--- src/rtl/pll_lock_sequencer.sv ---
// Brings up two cascaded PLLs in order and releases the downstream reset only once both locks are stable.
// Latency: 2-cycle lock synchronizer; outputs are registered and change on the same edge as the state.
// Backpressure: none. Optional LOCK_LOSS_COUNT_EN adds the loss_count port.
module pll_lock_sequencer #(
    parameter int unsigned RESET_PULSE_CYCLES = 16,
    parameter int unsigned STABLE_CYCLES      = 1024,
    parameter int unsigned TIMEOUT_CYCLES     = 60000
) (
    input  logic       gen_12mhz,
    input  logic       rst_n,
    input  logic       pll1_lock,
    input  logic       pll2_lock,
    output logic       pll1_resetb,
    output logic       pll2_resetb,
    output logic       sys_rst_n,
    output logic       ready,
    output logic       fault,
    output logic [2:0] state_dbg
`ifdef LOCK_LOSS_COUNT_EN
    ,
    output logic [7:0] loss_count
`endif
);

    typedef enum logic [2:0] {
        PLL1_RST  = 3'd0,
        PLL1_WAIT = 3'd1,
        PLL2_WAIT = 3'd2,
        RUN       = 3'd3,
        PLL2_RST  = 3'd4,
        FAULT     = 3'd5
    } state_t;

    localparam logic [15:0] RST_LAST    = 16'(RESET_PULSE_CYCLES - 1);
    localparam logic [15:0] STABLE_LAST = 16'(STABLE_CYCLES - 1);
    localparam logic [15:0] TO_LAST     = 16'(TIMEOUT_CYCLES - 1);

    state_t      state_q, state_d;
    logic        p1_meta_q, s1_q, p2_meta_q, s2_q;
    logic [15:0] cnt_q, cnt_d;
    logic [15:0] stable_q, stable_d;
    logic [15:0] cnt_inc, stable_inc;
    logic        pll1_resetb_q, pll1_resetb_d;
    logic        pll2_resetb_q, pll2_resetb_d;
    logic        run_q, run_d;
    logic        fault_q, fault_d;
    logic        lock_lost;

    always_comb begin
        state_d    = state_q;
        cnt_inc    = (cnt_q == 16'hFFFF) ? cnt_q : cnt_q + 16'd1;
        stable_inc = (stable_q == 16'hFFFF) ? stable_q : stable_q + 16'd1;
        cnt_d      = cnt_inc;
        stable_d   = stable_q;
        lock_lost  = 1'b0;

        case (state_q)
            PLL1_RST: begin
                if (cnt_q == RST_LAST) state_d = PLL1_WAIT;
            end
            PLL1_WAIT: begin
                stable_d = s1_q ? stable_inc : 16'd0;
                if (s1_q && stable_q == STABLE_LAST) state_d = PLL2_WAIT;
                else if (cnt_q == TO_LAST)           state_d = FAULT;
            end
            PLL2_WAIT: begin
                stable_d = s2_q ? stable_inc : 16'd0;
                // Losing PLL1 beats both stability and timeout: PLL2 is clocked from it.
                if (!s1_q)                                state_d = PLL1_RST;
                else if (s2_q && stable_q == STABLE_LAST) state_d = RUN;
                else if (cnt_q == TO_LAST)                state_d = FAULT;
            end
            RUN: begin
                if (!s1_q) begin
                    state_d   = PLL1_RST;
                    lock_lost = 1'b1;
                end else if (!s2_q) begin
                    state_d   = PLL2_RST;
                    lock_lost = 1'b1;
                end
            end
            PLL2_RST: begin
                if (cnt_q == RST_LAST) state_d = PLL2_WAIT;
            end
            FAULT: begin
                if (cnt_q == TO_LAST) state_d = PLL1_RST;
            end
            default: state_d = PLL1_RST;
        endcase

        if (state_d != state_q) begin
            cnt_d    = 16'd0;
            stable_d = 16'd0;
        end

        // Outputs decode the next state so they switch on the same edge as state_q.
        pll1_resetb_d = (state_d == PLL1_WAIT) || (state_d == PLL2_WAIT) ||
                        (state_d == RUN)       || (state_d == PLL2_RST);
        pll2_resetb_d = (state_d == PLL2_WAIT) || (state_d == RUN);
        run_d         = (state_d == RUN);
        fault_d       = fault_q || (state_d == FAULT);
    end

    always_ff @(posedge gen_12mhz) begin
        if (!rst_n) begin
            state_q       <= PLL1_RST;
            p1_meta_q     <= 1'b0;
            s1_q          <= 1'b0;
            p2_meta_q     <= 1'b0;
            s2_q          <= 1'b0;
            cnt_q         <= 16'd0;
            stable_q      <= 16'd0;
            pll1_resetb_q <= 1'b0;
            pll2_resetb_q <= 1'b0;
            run_q         <= 1'b0;
            fault_q       <= 1'b0;
        end else begin
            state_q       <= state_d;
            p1_meta_q     <= pll1_lock;
            s1_q          <= p1_meta_q;
            p2_meta_q     <= pll2_lock;
            s2_q          <= p2_meta_q;
            cnt_q         <= cnt_d;
            stable_q      <= stable_d;
            pll1_resetb_q <= pll1_resetb_d;
            pll2_resetb_q <= pll2_resetb_d;
            run_q         <= run_d;
            fault_q       <= fault_d;
        end
    end

`ifdef LOCK_LOSS_COUNT_EN
    logic [7:0] loss_count_q, loss_count_d;

    always_comb begin
        loss_count_d = loss_count_q;
        if (lock_lost && loss_count_q != 8'hFF) loss_count_d = loss_count_q + 8'd1;
    end

    always_ff @(posedge gen_12mhz) begin
        if (!rst_n) loss_count_q <= 8'd0;
        else        loss_count_q <= loss_count_d;
    end

    assign loss_count = loss_count_q;
`endif

    assign pll1_resetb = pll1_resetb_q;
    assign pll2_resetb = pll2_resetb_q;
    assign sys_rst_n   = run_q;
    assign ready       = run_q;
    assign fault       = fault_q;
    assign state_dbg   = state_q;

endmodule

--- config.mk ---
export PLATFORM = sky130hd
export DESIGN_NAME = pll_lock_sequencer
export DESIGN_NICKNAME = d
export VERILOG_FILES = /design/src/rtl/pll_lock_sequencer.sv
export SDC_FILE = /design/constraint.sdc
export NUM_CORES = 1
export LEC_CHECK = 0
export BUFFER_PORTS_ARGS = -buffer_cell sky130_fd_sc_hd__buf_2
export CORE_ASPECT_RATIO = 0.7
export CORE_MARGIN = 5
export CORE_UTILIZATION = 40
export CTS_CLUSTER_SIZE = 30
export DETAILED_ROUTE_END_ITERATION = 6
export GPL_TIMING_DRIVEN = 0
export PLACE_DENSITY = 0.59
export RECOVER_POWER = 25
export SYNTH_ARGS = -nofsm -noshare
export SYNTH_HDL_FRONTEND = slang
export SYNTH_SLANG_ARGS = --single-unit
--- constraint.sdc ---
create_clock -name gen_12mhz -period 2.6 [get_ports gen_12mhz]
set_input_delay 0.26 -clock gen_12mhz [delete_from_list [all_inputs] [get_ports gen_12mhz]]
set_output_delay 0.26 -clock gen_12mhz [all_outputs]
set_load 0.005 [all_outputs]
# After elaboration in Yosys (flattened, before gate mapping)
# Index checks and enable logic that the tools add are counted.
# op_classes
n_eq_ne	16
addsub	2
n_mux	14
n_reduce_logical	10
bitwise_logic	1
# ops
op	n
$eq A16 B16 Y1 const B	3
$mux W16	3
$add A16 B1 Y16 const B	2
$pmux W16 S2	1
$mux W3	9
$pmux W3 S6	1
$eq A16 B10 Y1 const B	1
$eq A16 B4 Y1 const B	1
$eq A3 B2 Y1 const B	4
$eq A3 B3 Y1 const B	4
$eq A3 B1 Y1 const B	2
$logic_or A1 B1 Y1	5
$logic_not A3 Y1	1
$ne A3 B3 Y1	1
$logic_and A1 B1 Y1	2
$reduce_bool A2 Y1	1
$reduce_or A2 Y1	1
$not A1 Y1	1
# totals
output_inout_bits	8
register_bits	43

# Longest topological paths before layout
# logic_depth
depth_word	9
depth_mapped	8
mapped_depth_nobuf	7

# Least setup slack after synthesis
# No wires, ideal clock.
# synth_path
kind	register -> register
start	register stable_q[10]
end	register stable_q[0]
arrival_ns	2.155
required_time_ns	2.459
synth_period_minus_slack_ns	2.295
setup_time_ns	0.141
path_buffers	1
stages_incl_launch_ff	8
path_slack_ns	0.305
cell_sequence	dfxtp_1 > or4b_4 > nor4_4 > a21boi_2 > a2111o_1 > o2111ai_4 > buf_6 > nor3_2
# synth_between
elab_chain_cells	7
word_cells_on_any_way	14
# synth_lines
item	line	rtl
start, declared	41	logic [15:0] stable_q, stable_d;
start signal, assigned	124	stable_q <= stable_d;
$eq A16 B10 Y1	63, 70	
$logic_and A1 B1 Y1	70	else if (s2_q && stable_q == STABLE_LAST) state_d = RUN;
$mux W3	70	
$mux W3	69	if (!s1_q) state_d = PLL1_RST;
$pmux W3 S6	57	case (state_q)
$ne A3 B3 Y1	91	if (state_d != state_q) begin
$reduce_or A2 Y1 (no line)	-	
# Several ways; a longest one is shown, not always the timed one.
# A chain may end at the register's enable or synchronous reset.

# Final worst setup path
# layout_path
start	register stable_q[13]
end	register stable_q[1]
# Same word-level chain as after synthesis.

==> key figures <==
GRT
  • GRT overflow: 0
  • Vias in the first global route: 1,786
  • All-Layer GR Usage: 14.4%
  • Pin count of the biggest net entering global routing: 14
  • Initial antenna violation count: 0
  • First-pass GRT wire length: 8690 um

STA
  • Worst-margin pin slew: 0.962 ns
  • Final hold viol count: 0
  • Fin crit share: 96.0%
  • Final Critical Period: 2.50 ns
  • Slew margin rel.: 35.3%
  • Setup slack after layout: 0.104 ns
  • F_max: 401 MHz
  • Final Skew: 0.00593 ns
  • Sum Neg Setup Slack: 0 ns
  • Pins over their slew limit: 0
  • Setup Viol. Count Final: 0

Setup path
  • Crit path cell chain: or3_1 > nor4_4 > a21boi_2 > a2111o_1 > o2111ai_4 > buf_8 > nor3_2
  • Reg2Reg Launch Point: stable_q[13]
  • Max FO, Critical Path: 10
  • Worst Path Arrival: 2.66 ns
  • Crit end category: register
  • Levels on crit path: 7
  • Startpoint types: register
  • RR Endpoint: stable_q[1]
  • Reg2Reg Depth: 7
  • Delay-heaviest family, CP: compound AO/OA/AOI/OAI gates
  • Buf/Inv on CP: 1
  • Critical path origin: stable_q[13]
  • Worst EP required: 2.76 ns
  • Crit path capture: stable_q[1]
  • Critical Setup Path Class: register to register
  • CP max-delay cell: or3_1
  • Reg2reg setup slack: 0.10 ns
  • Delay of the slowest critical-path stage: 0.50 ns

Clock network
  • TritonCTS Buffers: 5
  • Root Buffer: clkbuf_8
  • CTS Sinks: 43
  • CTS tree: built
  • CTS Hold Bufs: 0
  • Max Root-Sink Buffers: 2
  • Clock Pin Slew Worst Setup and Hold Paths: 0.08 ns
  • H-Tree Depth: 2
  • Clk_lat worst skew: 0.30 ns

Power and ir drop
  • Switching Share: 21.1%
  • Pwr/cell area: 464 nW/um^2
  • Clock share of power: 43.6%
  • Reg power frac: 53.3%
  • Static leakage: 1.02 nW
  • Peak supply drop: 232 uV
  • Switch Pwr: 0.000266 W
  • Combinational power share: 3.1%
  • P_int: 0.000993 W

Floorplan
  • Die H: 74.3 um
  • DIE AREA: 7560 um^2
  • Width of the chip: 102 um
  • IO Count: 12
  • Cell row count: 23
  • Core Box Area: 5730 um^2
  • Initial core utilization: 41.2%

Logic synthesis
  • Simple-Gate Fraction of Synth Area: 36.7%
  • Mean Syn Cell Area: 8.81 um^2
  • Seq/Total Area, Yosys: 36.5%
  • Syn nets: 274
  • Unique cell type count in the Yosys netlist: 50
  • Mux share of post-synthesis cell area: 2.60%
  • Adder-cell share of the synthesized area: 1.06%
  • Synth Area in XOR/XNOR: 7.05%
  • Top cells by area, synth: dfxtp_1, nor3_2, nor2_1
  • Mapped Area: 2360 um^2
  • Largest family of logic cells by synthesized area: simple AND/OR/NAND/NOR gates
  • Area share of the largest cell type after synthesis: 36.5%
  • Synth Area in Compound Gates: 12.8%
  • Top cell type by total area after synthesis: dfxtp_1
  • Syn Inst Count: 268
  • Flops & latches, synth: 43
  • YS warnings: 0

Placed design
  • Area after DPL: 2510 um^2
  • Count of input and output buffers: 11
  • Gpl congestion: 0.858
  • Post-DP HPWL: 3740 um
  • Post-Place Setup Slack: 0.0468 ns

Cells and area
  • Commonest non-fill, non-tap cell in the layout: dfxtp_1
  • Register area: 862 um^2
  • # diodes: 0
  • Area delta synth->final: 14.8%
  • Filler cells: 572
  • Ratio of cells with drive above 1 in the final layout: 17.9%
  • Most frequent cells in the layout: dfxtp_1, nor2_1, nand3_1, nand2_1, nor3_2
  • Multi-input logic area: 1470 um^2
  • Fin area: 2710 um^2
  • Fin nets: 296

Route
  • Vias per cell: 5.55
  • Vias: 2,032
  • ANT nets after route: 0
  • DR iter-0 viols: 105
  • Drt pass-1 iters: 4
  • # DRC: 0
  • WL per Instance: 14.0 um
  • WL final: 5120 um

Job
  • Maxcap violations: 0

Min path
  • Hold path depth: 2
  • Type of the tightest min-delay check: input pin to register

Status
  • Status: complete, no violations
==> what timing repair did <==
action / in CTS / in global routing
setup endpoints to repair: 0 / 33
setup buffers: 0 / 5
resized for setup: 0 / 11
==> metrics by stage <==
stage / instances / util, % / hold WS (ns) / total power [W]
global placement: 354 / 43.8 / 0.419 / 0.000723
detailed placement: 354 / 43.8 / 0.423 / 0.000724
global route: 366 / 47.3 / 0.167 / 0.00131
floorplan: 268 / - / 0.378 / 0.000712
CTS: 362 / 45.9 / 0.159 / 0.00128
finish: 366 / 47.3 / 0.172 / 0.00126
==> Yosys cell counts (all sizes together) <==
master	count
nand3b	1
inv	5
o2111ai	1
and2	10
a41oi	2
xnor2	9
a2111o	1
nor3b	2
a31o	1
a211oi	2
nand2	15
mux2	1
o21ai	7
nor2	29
clkbuf	5
nand2b	2
dfxtp	43
nand3	15
and3b	2
nor4	8
xor2	10
and4	5
a31oi	4
a21boi	1
a22o	1
ha	2
a21o	1
a21oi	10
o221ai	1
nand4	13
o211ai	3
nor3	24
or4b	1
mux2i	5
nor2b	3
a2111oi	1
nor4b	2
o21a	2
o41ai	1
and3	9
a32oi	1
or3	1
and4b	1
or4	1
buf	4
==> kinds of logic after synthesis <==
family,count (synthesis)
DFF,43
muxes,6
xor gates and xnor gates,19
AOI/OAI and AO/OA,40
and+or+nand+nor,144
adders and majority gates,2
buffers and inverters,14
==> worst min path at each step <==
stage | to | start | slack, ns
after detailed placement | s1_q | p1_meta_q | 0.42
after CTS | p1_meta_q | pll1_lock | 0.16
final | p1_meta_q | pll1_lock | 0.17
after floorplan | fault | rst_n | 0.38
after global placement | s2_q | p2_meta_q | 0.42
after global routing | p1_meta_q | pll1_lock | 0.17
==> per-layer routing <==
layer / track usage [%] / share of wire (%) / wire length [um]
met5: 0 / 0 / 0
met4: 5.39 / 1.1 / 55
met3: 3.37 / 3.1 / 161
met2: 18.9 / 38 / 1970
met1: 22.5 / 57 / 2940
==> layout make-up <==
| class | count | area share [%] |
|---|---|---|
| multi-input cells | 211 | 54.2 |
| flip-flops and latches | 43 | 31.8 |
| plain buffers | 8 | 2.35 |
| repair buffers | 16 | 3.18 |
| well taps | 75 | 3.46 |
| clock buffers | 6 | 3.05 |
| clock inverters | 2 | 1.29 |
| inverters | 5 | 0.692 |
==> power by group through the flow <==
stage	logic [W]	clock network [W]	registers [W]
2_1_floorplan	0.0000274	0	0.000685
3_3_place_gp	0.0000366	0	0.000686
3_5_place_dp	0.0000373	0	0.000686
4_1_cts	0.0000374	0.000570	0.000671
5_1_grt	0.0000434	0.000597	0.000673
6_report	0.0000388	0.000549	0.000671
No activity file was read; power rests on OpenSTA's default activity.
